`config.mk`:
```
export PLATFORM = sky130hd
export DESIGN_NAME = mem_image_writer_flat
export DESIGN_NICKNAME = d
export VERILOG_FILES = /design/src/rtl/mem_pkg.sv /design/src/rtl/mem_image_writer_if.sv /design/src/rtl/word_packer.sv /design/src/rtl/mem_image_writer.sv /design/src/flat_wrapper.sv
export SDC_FILE = /design/constraint.sdc
export NUM_CORES = 1
export LEC_CHECK = 0
export CORE_MARGIN = 2
export CORE_UTILIZATION = 60
export CTS_CLUSTER_DIAMETER = 150
export DETAILED_ROUTE_END_ITERATION = 8
export MAX_ROUTING_LAYER = met4
export PLACE_DENSITY = 0.92
export SLEW_MARGIN = 10
export SYNTH_ARGS = -nofsm -noshare
export SYNTH_HDL_FRONTEND = slang
export SYNTH_HIERARCHICAL = 1
export SYNTH_SLANG_ARGS = --single-unit
```
`constraint.sdc`:
```
create_clock -name clk -period 6.6 [get_ports clk]
set_input_delay 1.98 -clock clk [delete_from_list [all_inputs] [get_ports clk]]
set_output_delay 1.98 -clock clk [all_outputs]
set_load 0.05 [all_outputs]
```
`src/rtl/mem_pkg.sv`:
```
// Shared definitions for the mips_memory2 port initiators: access_size
// encodings, read/write strobe values, instruction-memory base address,
// and the writer FSM state type.
package mem_pkg;

  localparam logic [1:0]  ACC_1W    = 2'b00;
  localparam logic [1:0]  ACC_4W    = 2'b01;
  localparam logic [1:0]  ACC_8W    = 2'b10;
  localparam logic [1:0]  ACC_16W   = 2'b11;

  localparam logic        RW_WRITE  = 1'b1;
  localparam logic        RW_READ   = 1'b0;

  localparam logic [31:0] IMEM_BASE = 32'h8002_0000;

  typedef enum logic [2:0] {
    ST_IDLE,
    ST_FILL,
    ST_REQ,
    ST_BURST,
    ST_TAIL_WAIT,
    ST_TAIL_BEAT,
    ST_DONE
  } wr_state_t;

  // Burst length in words to access_size code; anything unrecognised is a single word.
  function automatic logic [1:0] enc(input int len);
    case (len)
      4:       enc = ACC_4W;
      8:       enc = ACC_8W;
      16:      enc = ACC_16W;
      default: enc = ACC_1W;
    endcase
  endfunction

endpackage

```
`src/rtl/mem_image_writer_if.sv`:
```
// Memory-side request bus of the mips_memory2 port. The initiator drives the
// request fields; the memory returns busy.
interface mem_image_writer_if;
  logic [31:0] addr;
  logic [31:0] din;
  logic [1:0]  access_size;
  logic        rw;
  logic        enable;
  logic        busy;

  modport master (output addr, din, access_size, rw, enable, input busy);
  modport slave  (input addr, din, access_size, rw, enable, output busy);
endinterface

```
`src/rtl/word_packer.sv`:
```
// Big-endian byte-to-word assembler. The first byte of each group of four
// lands in [31:24]. word/word_valid are combinational on the byte that
// completes a word; flush on a byte emits a partial word zero-padded low.
module word_packer (
  input  logic        clk,
  input  logic        reset,
  input  logic        clr,
  input  logic        byte_valid,
  input  logic [7:0]  byte_in,
  input  logic        flush,
  output logic [31:0] word,
  output logic        word_valid
);

  logic [1:0]  cnt_p0;
  logic [23:0] sh_p0;
  logic [31:0] cat;

  // Stale high bytes of the shifter are pushed out by the left shift, so the
  // shifter itself never needs clearing.
  assign cat        = {sh_p0, byte_in};
  assign word_valid = byte_valid && (flush || (cnt_p0 == 2'd3));
  assign word       = cat << {(2'd3 - cnt_p0), 3'b000};

  // Byte position within the current word.
  always_ff @(posedge clk or negedge reset) begin
    if (!reset)          cnt_p0 <= 2'd0;
    else if (clr)        cnt_p0 <= 2'd0;
    else if (byte_valid) cnt_p0 <= word_valid ? 2'd0 : cnt_p0 + 2'd1;
  end

  // Byte shifter (data only, no reset).
  always_ff @(posedge clk) begin
    if (byte_valid) sh_p0 <= cat[23:0];
  end

endmodule

```
`src/rtl/mem_image_writer.sv`:
```
// Program-image loader: packs a big-endian byte stream into words and writes
// them into instruction memory as bursts, finishing with single-word writes
// for a partial last burst. Owns the memory port while loading is high.
// Optional: define MEM_IMAGE_WRITER_CHECKSUM_EN to keep a running mod-2^32
// sum of every written word on checksum; otherwise checksum is tied to 0.
module mem_image_writer
  import mem_pkg::*;
#(
  parameter logic [31:0] START_ADDR = IMEM_BASE,
  parameter int          BURST_LEN  = 4,
  parameter int          LEN_W      = 16
) (
  input  logic              clk,
  input  logic              reset,
  input  logic              start,
  input  logic [LEN_W-1:0]  byte_count,
  input  logic              in_valid,
  input  logic [7:0]        in_data,
  output logic              in_ready,
  mem_image_writer_if.master mem,
  output logic              loading,
  output logic              done,
  output logic [31:0]       checksum
);

  localparam int          PW          = (BURST_LEN > 1) ? $clog2(BURST_LEN) : 1;
  localparam logic [PW-1:0] LAST_IDX  = PW'(BURST_LEN - 1);
  localparam logic [1:0]  ACC_BURST   = enc(BURST_LEN);
  localparam logic [31:0] BURST_BYTES = 32'(4 * BURST_LEN);

  wr_state_t         state, state_nxt;
  logic [LEN_W-1:0]  remaining;
  logic [31:0]       waddr;
  logic [PW-1:0]     wptr;
  logic [PW-1:0]     ridx;
  logic [PW-1:0]     tail_last;
  logic [31:0]       wbuf [2**PW];

  logic              accept;
  logic              last_byte;
  logic              word_valid;
  logic [31:0]       word;

  assign accept    = in_valid && in_ready;
  assign last_byte = (remaining == LEN_W'(1));

  word_packer u_packer (
    .clk        (clk),
    .reset      (reset),
    .clr        (state == ST_IDLE),
    .byte_valid (accept),
    .byte_in    (in_data),
    .flush      (last_byte),
    .word       (word),
    .word_valid (word_valid)
  );

  // State register.
  always_ff @(posedge clk or negedge reset) begin
    if (!reset) state <= ST_IDLE;
    else        state <= state_nxt;
  end

  // Next state and port outputs; the memory bus idles at all-zero.
  always_comb begin
    state_nxt       = state;
    in_ready        = 1'b0;
    loading         = 1'b0;
    done            = 1'b0;
    mem.enable      = 1'b0;
    mem.rw          = RW_READ;
    mem.addr        = '0;
    mem.din         = '0;
    mem.access_size = ACC_1W;
    case (state)
      ST_IDLE: begin
        if (start) state_nxt = (byte_count == '0) ? ST_DONE : ST_FILL;
      end
      ST_FILL: begin
        loading  = 1'b1;
        in_ready = (remaining != '0);
        if (accept && word_valid) begin
          if (wptr == LAST_IDX) state_nxt = ST_REQ;
          else if (last_byte)   state_nxt = ST_TAIL_WAIT;
        end
      end
      ST_REQ: begin
        loading = 1'b1;
        if (!mem.busy) state_nxt = ST_BURST;
      end
      ST_BURST: begin
        loading         = 1'b1;
        mem.enable      = 1'b1;
        mem.rw          = RW_WRITE;
        mem.addr        = waddr;
        mem.din         = wbuf[ridx];
        mem.access_size = ACC_BURST;
        if (ridx == LAST_IDX) state_nxt = (remaining != '0) ? ST_FILL : ST_DONE;
      end
      ST_TAIL_WAIT: begin
        loading = 1'b1;
        if (!mem.busy) state_nxt = ST_TAIL_BEAT;
      end
      ST_TAIL_BEAT: begin
        loading    = 1'b1;
        mem.enable = 1'b1;
        mem.rw     = RW_WRITE;
        mem.addr   = waddr;
        mem.din    = wbuf[ridx];
        state_nxt  = (ridx == tail_last) ? ST_DONE : ST_TAIL_WAIT;
      end
      ST_DONE: begin
        done      = 1'b1;
        state_nxt = ST_IDLE;
      end
      default: state_nxt = ST_IDLE;
    endcase
  end

  // Byte countdown, write address and buffer pointers.
  always_ff @(posedge clk or negedge reset) begin
    if (!reset) begin
      remaining <= '0;
      waddr     <= '0;
      wptr      <= '0;
      ridx      <= '0;
      tail_last <= '0;
    end else begin
      case (state)
        ST_IDLE: begin
          if (start && (byte_count != '0)) begin
            remaining <= byte_count;
            waddr     <= START_ADDR;
            wptr      <= '0;
          end
        end
        ST_FILL: begin
          ridx <= '0;
          if (accept) begin
            remaining <= remaining - LEN_W'(1);
            if (word_valid) begin
              wptr      <= (wptr == LAST_IDX) ? '0 : wptr + PW'(1);
              tail_last <= wptr;
            end
          end
        end
        ST_BURST: begin
          if (ridx == LAST_IDX) begin
            ridx  <= '0;
            waddr <= waddr + BURST_BYTES;
          end else begin
            ridx <= ridx + PW'(1);
          end
        end
        ST_TAIL_BEAT: begin
          ridx  <= ridx + PW'(1);
          waddr <= waddr + 32'd4;
        end
        default: ;
      endcase
    end
  end

  // Word buffer (data only, no reset).
  always_ff @(posedge clk) begin
    if (accept && word_valid) wbuf[wptr] <= word;
  end

`ifdef MEM_IMAGE_WRITER_CHECKSUM_EN
  logic [31:0] cks;

  // Running sum of written words, cleared by a start taken in IDLE.
  always_ff @(posedge clk or negedge reset) begin
    if (!reset)                         cks <= '0;
    else if (state == ST_IDLE && start) cks <= '0;
    else if (mem.enable)                cks <= cks + mem.din;
  end

  assign checksum = cks;
`else
  assign checksum = '0;
`endif

endmodule

```
`src/flat_wrapper.sv`:
```
// flat-port wrapper written by rule: the top's interface ports become plain ports
module mem_image_writer_flat import mem_pkg::*;
#(
  parameter logic [31:0] START_ADDR = IMEM_BASE,
  parameter int          BURST_LEN  = 4,
  parameter int          LEN_W      = 16
)
  (clk, reset, start, byte_count, in_valid, in_data, in_ready, loading, done, checksum, mem_addr, mem_din, mem_access_size, mem_rw, mem_enable, mem_busy);
  mem_image_writer_if mem_i ();
  input  logic clk;
  input  logic reset;
  input  logic start;
  input  logic [LEN_W-1:0] byte_count;
  input  logic in_valid;
  input  logic [7:0] in_data;
  output logic in_ready;
  output logic loading;
  output logic done;
  output logic [31:0] checksum;
  output wire logic [$bits(mem_i.addr)-1:0] mem_addr;
  output wire logic [$bits(mem_i.din)-1:0] mem_din;
  output wire logic [$bits(mem_i.access_size)-1:0] mem_access_size;
  output wire logic [$bits(mem_i.rw)-1:0] mem_rw;
  output wire logic [$bits(mem_i.enable)-1:0] mem_enable;
  input wire logic [$bits(mem_i.busy)-1:0] mem_busy;
  assign mem_addr = mem_i.addr;
  assign mem_din = mem_i.din;
  assign mem_access_size = mem_i.access_size;
  assign mem_rw = mem_i.rw;
  assign mem_enable = mem_i.enable;
  assign mem_i.busy = mem_busy;
  mem_image_writer #(.START_ADDR(START_ADDR), .BURST_LEN(BURST_LEN), .LEN_W(LEN_W)) u_core (.clk(clk), .reset(reset), .start(start), .byte_count(byte_count), .in_valid(in_valid), .in_data(in_data), .in_ready(in_ready), .mem(mem_i), .loading(loading), .done(done), .checksum(checksum));
endmodule
```
### Word level (Yosys, flattened, before mapping)

Memory sizes are Yosys's and may differ from the RTL's.
Cells that the tools add are included.

| cells by class | value |
|---|---|
| add/sub/neg operators | 7 |
| reduce and logical (&&, ||, !) cells | 20 |
| equality and inequality tests | 20 |
| shifts and indexed selects | 1 |
| mux-type cells | 36 |

Operators with widths:

| operator | number |
|---|---|
| 32-bit 2-to-1 mux | 4 |
| 32-bit case mux with 3 select lines | 1 |
| 32-bit by 3-bit adder with 32-bit output, second input constant | 1 |
| 32-bit by 5-bit adder with 32-bit output, second input constant | 1 |
| 16-bit 2-to-1 mux | 2 |
| 16-bit case mux with 2 select lines | 1 |
| 16-bit nonzero test | 2 |
| 32-bit by 5-bit << shifter with 32-bit output | 1 |
| 3-bit 2-to-1 mux | 9 |
| 2-bit 2-to-1 mux | 9 |
| 3-bit case mux with 6 select lines | 1 |
| 16-bit by 1-bit equality test with 1-bit output, second input constant | 1 |
| 16-bit zero test | 1 |
| 16-bit by 1-bit subtractor with 16-bit output, second input constant | 1 |
| 3-bit equality test, second input constant | 3 |
| 3-bit AND reduction | 3 |
| 2-bit by 1-bit inequality test with 1-bit output, second input constant | 4 |
| 2-bit inequality test, second input constant | 4 |
| 1-bit 2-to-1 mux | 7 |
| 2-bit by 1-bit adder with 2-bit output, second input constant | 3 |
| 2-bit equality test, second input constant | 3 |
| 3-bit by 2-bit equality test with 1-bit output, second input constant | 2 |
| 2-bit case mux with 3 select lines | 1 |
| 6-bit AND reduction | 1 |
| 13 further kinds | 18 |

| word-level totals | value |
|---|---|
| memory bits (writable) | 128 |
| output and inout bits | 103 |
| flip-flop bits (word level) | 83 |
| memories | 1 |
| input bits | 29 |

Memory list:

| name | depth | width | read ports | clocked after Yosys merged registers in | wr ports | RTL line | RTL |
|---|---|---|---|---|---|---|---|
| u_core.wbuf | 4 | 32 | 1 | 0 | 1 | mem_image_writer.sv:37 | `logic [31:0] wbuf [2**PW];` |

### Longest topological paths before layout

Gate-level depths: netlist (run 1).

| logic depth | value |
|---|---|
| depth after elaboration | 7 |
| depth in mapped cells | 10 |
| gate-level depth less buffers | 10 |

### Cells and area by module

The synthesis (run 1) kept the hierarchy.

By module, submodules not included:

| module | instances | sequential area each (µm²) | cells an instance | area each (µm²) |
|---|---|---|---|---|
| mem_image_writer | 1 | 5220.0 | 754 | 9312.7 |
| word_packer | 1 | 770.7 | 100 | 1407.6 |

### Worst setup path after synthesis (run 1)

Ideal clock, no wire load.

| path | value |
|---|---|
| path type | input port to flip-flop |
| start point | input in_valid |
| end point | memory u_core.wbuf[0][0] (enable) |
| data arrival time | 4.139 ns |
| data required time | 6.208 ns |
| path buffers | 0 |
| path slack | 2.069 ns |
| cell stages on the path | 7 |
| path through | nand2_1 a21o_2 inv_2 o21a_1 nand2_1 nor3_1 and2_1 |

| between the ends | value |
|---|---|
| word-level cells in the longest chain between the ends | 5 |

Ends and longest elaborated chain:

| what | RTL line | RTL |
|---|---|---|
| start, declared | flat_wrapper.sv:14 | `input logic in_valid;` |
| 1-bit logical AND | mem_image_writer.sv:44 | `assign accept = in_valid && in_ready;` |
| named net u_core.accept | mem_image_writer.sv:39 | `logic accept;` |
| 1-bit logical AND | word_packer.sv:22 | `assign word_valid = byte_valid && (flush \|\| (cnt_p0 == 2'd3));` |
| named net u_core.word_valid | mem_image_writer.sv:41 | `logic word_valid;` |
| 1-bit logical AND | mem_image_writer.sv:166 | `if (accept && word_valid) wbuf[wptr] <= word;` |
| 1-bit 2-to-1 mux | mem_image_writer.sv:166 |  |
| 1-bit 2-to-1 mux (implied by the code) | mem_image_writer.sv:166 |  |
| end, declared | mem_image_writer.sv:37 |  |

The timed path passes the listed nets, and every way through them passes these cells.

### Worst setup path after layout (run 1)

| path | value |
|---|---|
| start point | register u_core.state[1] |
| end point | output mem_din[5] |

| between the ends | value |
|---|---|
| word-level cells in the longest chain between the ends | 3 |

Ends and longest elaborated chain:

| what | RTL line | RTL |
|---|---|---|
| start, declared | mem_image_writer.sv:31 | `wr_state_t state, state_nxt;` |
| start signal, assigned | mem_image_writer.sv:61 | `else state <= state_nxt;` |
| 3-bit equality test or 3-bit by 2-bit equality test with 1-bit output (tied branches) | mem_image_writer.sv:75 | `case (state)` |
| 2-bit OR reduction (no source line) * | n/a |  |
| 32-bit 2-to-1 mux * | n/a |  |
| end, declared | flat_wrapper.sv:21 | `output wire logic [$bits(mem_i.din)-1:0] mem_din;` |

Mark *: on every way between the ends. The rest lies on a longest branch, timed or not.

==> flow_metrics.tcl, run 1 <==
set metrics [dict create \
    status "completed" \
    ys.flop_type "edfxtp_1" \
    cp-end-kind "output port" \
    cts_root_buffer "clkbuf_16" \
    core_area_um2 17360 \
    cap_violations 0 \
    path_common_cell "inv_2" \
    num_vias 7971 \
    htree_levels 1 \
    port_buffers 96 \
    cp-start-kind "register" \
    place_congestion 0.9015 \
    max_freq_mhz 169.9 \
    crit_type "register to output port" \
    start_util_pct 61.76 \
    drtAntennaViolNets 0 \
    tns_ns 0 \
    multi_input_area_um2 4249 \
    synth_top_area_cell "edfxtp_1" \
    syn_inst 854 \
    numCtsBuffers 22 \
    seq_power_share_pct 34.9 \
    cp_max_fo 69 \
    dp_hpwl_mm 16.01 \
    crit_arrival_ns 3.90 \
    min_period_ns 5.885 \
    cts_sinks 209 \
    rsz0062_at_grt "no" \
    fillers 1107 \
    postCtsSetupRepairBufs 0 \
    cts_tree "built" \
    reg2reg_slack_ns 2.89 \
    grt_overflow_total 0 \
    p_per_area_nw_per_um2 429.5 \
    synthArstFlopShare_pct 27.27 \
    path_cells "nand3b_1 > inv_2 > nor2_2 > inv_2 > and2_1 > clkdlybuf4s50_1" \
    rows 48 \
    die_h_um 137.7 \
    pre_cts_ws_ns 1.357 \
    min_path_type "register to register" \
    cpMaxStageDelayCell "clkdlybuf4s50_1" \
    first_pass_iters 6 \
    tightest_slew_ns 0.9945 \
    synth_warnings 6 \
    layout-drive-gt1-share_pct 13.35 \
    final_area_um2 12440 \
    synth.most_common_cell "edfxtp_1" \
    ys_top_cells_by_count "edfxtp_1 (152), and2_1 (62), dfrtp_1 (57)" \
    nets 974 \
    slew_headroom_pct 33.60 \
    cts_resized 0 \
    synth_top_cells_by_area "edfxtp_1 (43%), dfrtp_1 (13%), mux4_2 (6.7%)" \
    ios 132 \
    die_area_um2 18950 \
    swShare_pct 40.57 \
    post_dp_cell_area_um2 11670 \
    drtIter0Drc 1283 \
    syn_area_per_cell_um2 12.55 \
    area_delta_synth_final_pct 16.01 \
    ys_types 81 \
    utilization_pct 71.66 \
    cp_slowest_stage_delay_ns 0.85 \
    seq_area_um2 5992 \
    finalCritPeriodShare_pct 89.17 \
    via_per_inst 6.772 \
    finClkSkew_ns 0.02193 \
    yosysTopAreaCellShare_pct 42.58 \
    antenna_found_initial 1 \
    setup_viol 0 \
    required_ns 4.62 \
    p_clk_share_pct 24.3 \
    wire_per_inst_um 22.69 \
    drt_drc_violations_left 0 \
    internal_power_mw 3.175 \
    cts_hold_buf 0 \
    slew_violations 0 \
    wirelength_mm 26.71 \
    ys_seq_area_share_pct 55.88 \
    synth-seq-cells 209 \
    path_clk_slew_ns 0.06 \
    power.switching_mw 2.167 \
    synth_area_um2 10720 \
    dieWidth_um 137.7 \
    p_comb_share_pct 40.8 \
    clkLatencyLatePin_ns 0.53 \
    grt_max_degree 70 \
    setup_ws_ns 0.7151 \
    grt_usage_pct 29.41 \
    grt_pass1_wl_mm 41.73 \
    synth_edf_count 152 \
    clockBufferDepth 3 \
    leakagePower_nw 4.444 \
    ir_drop_v 0.0004347 \
    grt_pass1_vias 7435 \
    hold_violations 0 \
]
## worst max-delay path, delay by kind of cell (launching register included)
kind / cells / cell delay (ns)
buf+inv: 3 / 1.85
simple gates: 3 / 0.69
flops: 1 / 0.82
## kinds of logic (layout without fill, tap and decap cells)
group	Yosys count	after routing	synth area share [%]
and+or+nand+nor	274	274	15.06
adders and majority gates	10	10	1.167
other	1	36	0.03498
AOI/OAI and AO/OA	181	181	11.72
DFF	209	209	55.88
muxes	69	69	10.31
buffers and inverters	108	171	5.672
xor gates and xnor gates	2	2	0.1634
## power by group through the flow
| stage | sequential, mW | combinational (mW) | clock, mW |
|---|---|---|---|
| 2_1_floorplan | 1.74 | 1.70 | 0 |
| 4_1_cts | 1.86 | 2.15 | 1.31 |
| 6_report | 1.87 | 2.18 | 1.30 |
| 3_5_place_dp | 1.88 | 2.10 | 0 |
| 5_1_grt | 1.89 | 2.30 | 1.35 |
| 3_3_place_gp | 1.86 | 2.05 | 0 |
## per-stage QoR
step | hold WS, ns | std cells | total power [mW]
5_1_grt | 0.4920 | 1177 | 5.538
2_1_floorplan | 0.4432 | 888 | 3.437
3_3_place_gp | 0.4499 | 1136 | 3.908
6_report | 0.4802 | 1177 | 5.341
3_5_place_dp | 0.4619 | 1136 | 3.977
4_1_cts | 0.4784 | 1176 | 5.320
## cell type report
| type | count | share of cell area (%) |
|---|---|---|
| diodes | 1 | 0.02012 |
| clock buffers | 22 | 4.427 |
| clock inverters | 18 | 1.720 |
| inverters | 19 | 0.5734 |
| multi-input cells | 571 | 34.17 |
| flip-flops and latches | 209 | 48.18 |
| well taps | 225 | 2.264 |
| repair buffers | 112 | 8.652 |
## flip-flops by register name, indices dropped and copies added (netlist names), 3 cells and up
register               count
u_core/wbuf              128
u_core/waddr              30
u_core/u_packer/sh_p0     24
u_core/remaining          16
u_core/state               3
## metal layers
layer / up-vias / global-route usage [%] / wire length (µm)
met4: 0 / 11.63 / 1173
met2: 628 / 45.08 / 12750
met3: 120 / 4.452 / 2444
met1: 3842 / 40.05 / 10340
li1: 3381 / - / -
met5: - / - / 0
## layout by cell type (no fill, tap or decap), types with 16 or more instances in the layout
cell / netlist / layout
a21oi_1: 42 / 42
and2_1: 62 / 62
and3_1: 18 / 18
buf_4: 39 / 16
clkbuf_16: 0 / 22
clkdlybuf4s50_1: 0 / 95
conb_1: 1 / 35
dfrtp_1: 57 / 56
edfxtp_1: 152 / 152
inv_1: 16 / 16
mux2i_1: 26 / 26
mux4_2: 32 / 32
nand2_1: 38 / 38
nand3_1: 19 / 19
nor2_1: 42 / 42
nor3_1: 17 / 17
o21ai_0: 29 / 29
o31ai_1: 18 / 18
## worst paths after layout
kind | startpoint | end | cells past startpoint
worst max-delay path | u_core/state[1] | mem_din[5] | 6
worst min-delay path | u_core/u_packer/sh_p0[5] | u_core/u_packer/sh_p0[13] | 0
worst max register to register | u_core/state[0] | u_core/wbuf[1][26] | 10
worst min register to register | u_core/u_packer/sh_p0[5] | u_core/u_packer/sh_p0[13] | 0
max in group asynchronous | reset | u_core/ridx[0] | 2
min in group asynchronous | reset | u_core/waddr[24] | 2
Note: power is estimated with default switching activity, not from simulation.
==> run 2: changes to the inputs <==
Settings changed: CORE_MARGIN 2 to 1.
==> run 2 against run 1 <==
Effect of this change:
- clock skew is 0.0064 ns higher
- combinational power is 4% lower
- die area decreased by 2.9%
- clock power is essentially flat
==> flow_metrics.tcl, run 2 (synthesis results as in run 1) <==
set metrics [dict create \
    status "completed" \
    tns_ns 0 \
    drt_drc_violations_left 0 \
    min_period_ns 6.407 \
    clockBufferDepth 3 \
    nets 969 \
    r2r_start "u_core/state[0]" \
    tightest_slew_ns 1.110 \
    drtAntennaViolNets 0 \
    via_per_inst 6.591 \
    cts_sinks 209 \
    reg2reg_slack_ns 1.77 \
    slew_violations 0 \
    wire_per_inst_um 21.42 \
    cp-start-kind "register" \
    cts_root_buffer "clkbuf_16" \
    holdWs_ns 0.4786 \
    cts_hold_buf 0 \
    cp_max_fo 69 \
    die_area_um2 18410 \
    crit_arrival_ns 4.43 \
    finClkSkew_ns 0.02836 \
    p_per_area_nw_per_um2 425.5 \
    ir_drop_v 0.0002788 \
    layout-drive-gt1-share_pct 13.00 \
    core_area_um2 17360 \
    first_pass_iters 5 \
    finalCritPeriodShare_pct 97.08 \
    start_util_pct 61.76 \
    die_h_um 135.7 \
    r2r_cells 10 \
    place_congestion 0.8951 \
    fin_cells 1171 \
    setup_viol 0 \
    required_ns 4.62 \
    antenna_found_initial 0 \
    drtIter0Drc 989 \
    holdPathStages 0 \
    dieWidth_um 135.7 \
    grt_max_degree 70 \
    clkLatencyLatePin_ns 0.52 \
    min_path_type "register to register" \
    crit_type "register to output port" \
    postCtsSetupRepairBufs 0 \
    setup_ws_ns 0.1927 \
    hold_start "u_core/u_packer/sh_p0[15]" \
    regToRegEndpoint "u_core/wbuf[2][26]" \
    grt_pass1_wl_mm 39.12 \
    grt_pass1_vias 7133 \
    cts_resized 0 \
    max_freq_mhz 156.1 \
    cts_tree "built" \
    area_delta_synth_final_pct 15.65 \
    ios 132 \
    num_vias 7718 \
    cp-end-kind "output port" \
    pre_cts_ws_ns 0.8510 \
    dp_hpwl_mm 15.15 \
    post_dp_cell_area_um2 11630 \
    dp.cells 1131 \
    largest_reg_flops 128 \
    layout_commonest_cell "edfxtp_1" \
    final_area_um2 12400 \
    hold_end "u_core/u_packer/sh_p0[23]" \
    port_buffers 96 \
    wirelength_mm 25.09 \
    final_cell_mix "edfxtp_1 (152), clkdlybuf4s50_1 (95), and2_1 (62), dfrtp_1 (55)" \
    regMostFlops "u_core/wbuf" \
    cap_violations 0 \
    numCtsBuffers 22 \
    slew_headroom_pct 25.91 \
    fillers 1130 \
    diodes 0 \
    leakagePower_nw 4.416 \
    grt_overflow_total 0 \
    rows 48 \
    hold_violations 0 \
    htree_levels 1 \
    grt_usage_pct 28.56 \
    path_clk_slew_ns 0.06 \
    reg_top3 "u_core/wbuf (128), u_core/waddr (30), u_core/u_packer/sh_p0 (24)" \
    rsz0062_at_grt "no" \
]
-- run 2: changes by cell type in the layout (fill, tap and decap cells not counted), sizes merged --
cell    before  now
inv         20   19
buf         17   12
diode        1    0
clkinv      12    9
clkbuf      22   26
-- run 2: how the worst max path moves through the flow --
stage / from / endpoint
finish: u_core/state[1] / mem_din[19]
global route: u_core/state[1] / mem_din[19]
CTS: u_core/state[1] / mem_din[19]
detailed placement: u_core/state[1] / mem_din[19]
global placement: u_core/state[1] / mem_addr[30]
floorplan: in_valid / u_core/wbuf[0][0]
-- run 2: layer usage --
layer	wire (µm)	vias to the layer above	global-route usage, %	share of wire (%)
li1	-	3377	-	-
met1	10360	3820	39.38	41
met2	12060	447	43.62	48
met3	1912	74	4.003	7.6
met4	755	0	10.11	3.0
met5	0	-	-	0
-- run 2: through the flow --
stage / total power, mW / util, %
after detailed placement: 3.948 / 67.03
after CTS: 5.261 / 71.43
after global placement: 3.888 / 67.03
after global routing: 5.498 / 71.43
final: 5.276 / 71.43
after floorplan: 3.437 / -
-- run 2: report_power, final --
part / internal, mW / switching (mW) / leakage [nW]
Clock: 0.777 / 0.509 / 0.371
Combinational: 0.760 / 1.34 / 1.92
Sequential: 1.63 / 0.260 / 2.13
-- run 2: worst max-delay path, cell delays in order, from the launching register on --
cell and delay, ns:
dfrtp_1 0.83, nand3b_1 0.58, inv_2 0.37, nor2_2 0.20, inv_2 0.79, and2_1 0.27, clkdlybuf4s50_1 0.84
-- run 2: cell type report --
type / count / area (µm²) / share of cell area, %
sequential: 209 / 5993 / 48.34
multi-input combinational: 571 / 4249 / 34.27
timing repair buffer: 107 / 1039 / 8.376
clock buffer: 26 / 565.5 / 4.562
tap: 225 / 281.5 / 2.271
clock inverter: 14 / 198.9 / 1.605
inverter: 19 / 71.32 / 0.5752
==> run 3: changes to the inputs <==
Settings changed: GPL_ROUTABILITY_DRIVEN set to 0.
==> run 3 against run 2 <==
Effect of this change:
- clock skew is 0.017 ns lower
- clock power decreased by 19%
- clock-buffer cell count up 6
- first-iteration DRC count rose by 8.1%
- largest cell class unchanged
- via count hardly changed
- global-route usage is 0.13 points higher
- sequential share of layout area increased by 0.65 points
==> flow_metrics.tcl, run 3 (synthesis results as in run 1) <==
set metrics [dict create \
    status "completed" \
    diodes 0 \
    grt_pass1_vias 7213 \
    fillers 1112 \
    grt_usage_pct 28.69 \
    antenna_found_initial 0 \
    multi_input_area_um2 4249 \
    cts_sinks 209 \
    slew_violations 0 \
    port_buffers 96 \
    finClkSkew_ns 0.01092 \
    wire_per_inst_um 21.62 \
    setup_ws_ns 0.5159 \
    utilization_pct 70.48 \
    required_ns 4.62 \
    grt_pass1_wl_mm 39.12 \
    min_path_type "register to register" \
    finalCritPeriodShare_pct 92.18 \
    die_area_um2 18410 \
    clockBufferDepth 3 \
    min_period_ns 6.084 \
    start_util_pct 61.76 \
    layout_commonest_cell "edfxtp_1" \
    pre_cts_ws_ns 0.9738 \
    grt_overflow_total 0 \
    leakagePower_nw 4.336 \
    seq_area_um2 5993 \
    numCtsBuffers 21 \
    cp_max_fo 69 \
    reg2reg_slack_ns 1.95 \
    htree_levels 1 \
    wirelength_mm 25.25 \
    final_cell_mix "edfxtp_1 (152), clkdlybuf4s50_1 (95), and2_1 (62), dfrtp_1 (55)" \
    hold_violations 0 \
    path_clk_slew_ns 0.06 \
    tightest_slew_ns 1.026 \
    p_per_area_nw_per_um2 412.6 \
    tns_ns 0 \
    dp_hpwl_mm 15.68 \
    reg_top3 "u_core/wbuf (128), u_core/waddr (30), u_core/u_packer/sh_p0 (24)" \
    regMostFlops "u_core/wbuf" \
    die_h_um 135.7 \
    cts_tree "built" \
    ios 132 \
    drt_drc_violations_left 0 \
    ir_drop_v 0.0002400 \
    crit_type "register to output port" \
    clkLatencyLatePin_ns 0.50 \
    cp-end-kind "output port" \
    grt_max_degree 70 \
    nets 969 \
    post_dp_cell_area_um2 11640 \
    drtIter0Drc 1069 \
    final_area_um2 12230 \
    cts_root_buffer "clkbuf_16" \
    crit_arrival_ns 4.10 \
    holdWs_ns 0.4798 \
    largest_reg_flops 128 \
    layout-drive-gt1-share_pct 12.09 \
    dieWidth_um 135.7 \
    area_delta_synth_final_pct 14.11 \
    core_area_um2 17360 \
    setup_viol 0 \
    first_pass_iters 6 \
    cap_violations 0 \
    cp-start-kind "register" \
    via_per_inst 6.602 \
    num_vias 7711 \
    drtAntennaViolNets 0 \
    max_freq_mhz 164.4 \
    slew_headroom_pct 31.54 \
    rows 48 \
    rsz0062_at_grt "no" \
]
[run 3: changes by cell type in the layout (fill, tap and decap cells not counted), sizes merged]
cell / previous run / this run
bufinv: 4 / 0
clkinvlp: 1 / 0
clkinv: 9 / 3
clkbuf: 26 / 32
inv: 19 / 20
buf: 12 / 13
[run 3: worst max-delay path, stage by stage (launching register included)]
cell and delay, ns:
dfrtp_1 0.82, nand3b_1 0.51, inv_2 0.21, nor2_2 0.62, inv_4 0.43, and2_1 0.28
clkdlybuf4s50_1 0.72
[run 3: worst paths after layout]
path                                          start                         to  cells past startpoint
setup reg to reg                    u_core/state[0]         u_core/wbuf[3][26]                     10
hold / removal             u_core/u_packer/sh_p0[7]  u_core/u_packer/sh_p0[15]                      0
min in group asynchronous                     reset            u_core/waddr[6]                      2
max in group asynchronous                     reset             u_core/ridx[1]                      2
setup / recovery                    u_core/state[2]                mem_din[15]                      6
hold reg to reg            u_core/u_packer/sh_p0[7]  u_core/u_packer/sh_p0[15]                      0
[run 3: timing repair]
item,4_1_cts,5_1_grt
gates resized for setup,0,2
hold buffers,0,0
buffers inserted,0,0
endpoints found under the setup margin,0,4
[run 3: layout make-up]
cell class,instances,share of cell area (%)
clock buffers,32,4.633
inverters,19,0.6035
well taps,225,2.301
flip-flops and latches,209,48.99
repair buffers,108,8.551
clock inverters,4,0.1841
multi-input cells,571,34.73
[run 3: where the power goes]
group	internal, mW	switching (mW)	total [mW]
clock network	0.591	0.462	1.05
logic	0.764	1.36	2.12
registers	1.63	0.245	1.87
total	2.98	2.06	5.05
[run 3: per-layer routing]
metal	global-route usage, %	vias up	part of all wire (%)
li1	-	3364	-
met3	4.676	92	9.5
met4	12.61	0	3.8
met1	37.87	3703	39
met2	44.13	552	48
met5	-	-	0
[run 3: per-stage QoR]
step / instances / total power [mW]
after global placement: 1132 / 3.885
after global routing: 1168 / 5.252
after detailed placement: 1132 / 3.958
after floorplan: 888 / 3.437
after CTS: 1168 / 5.032
final: 1168 / 5.047
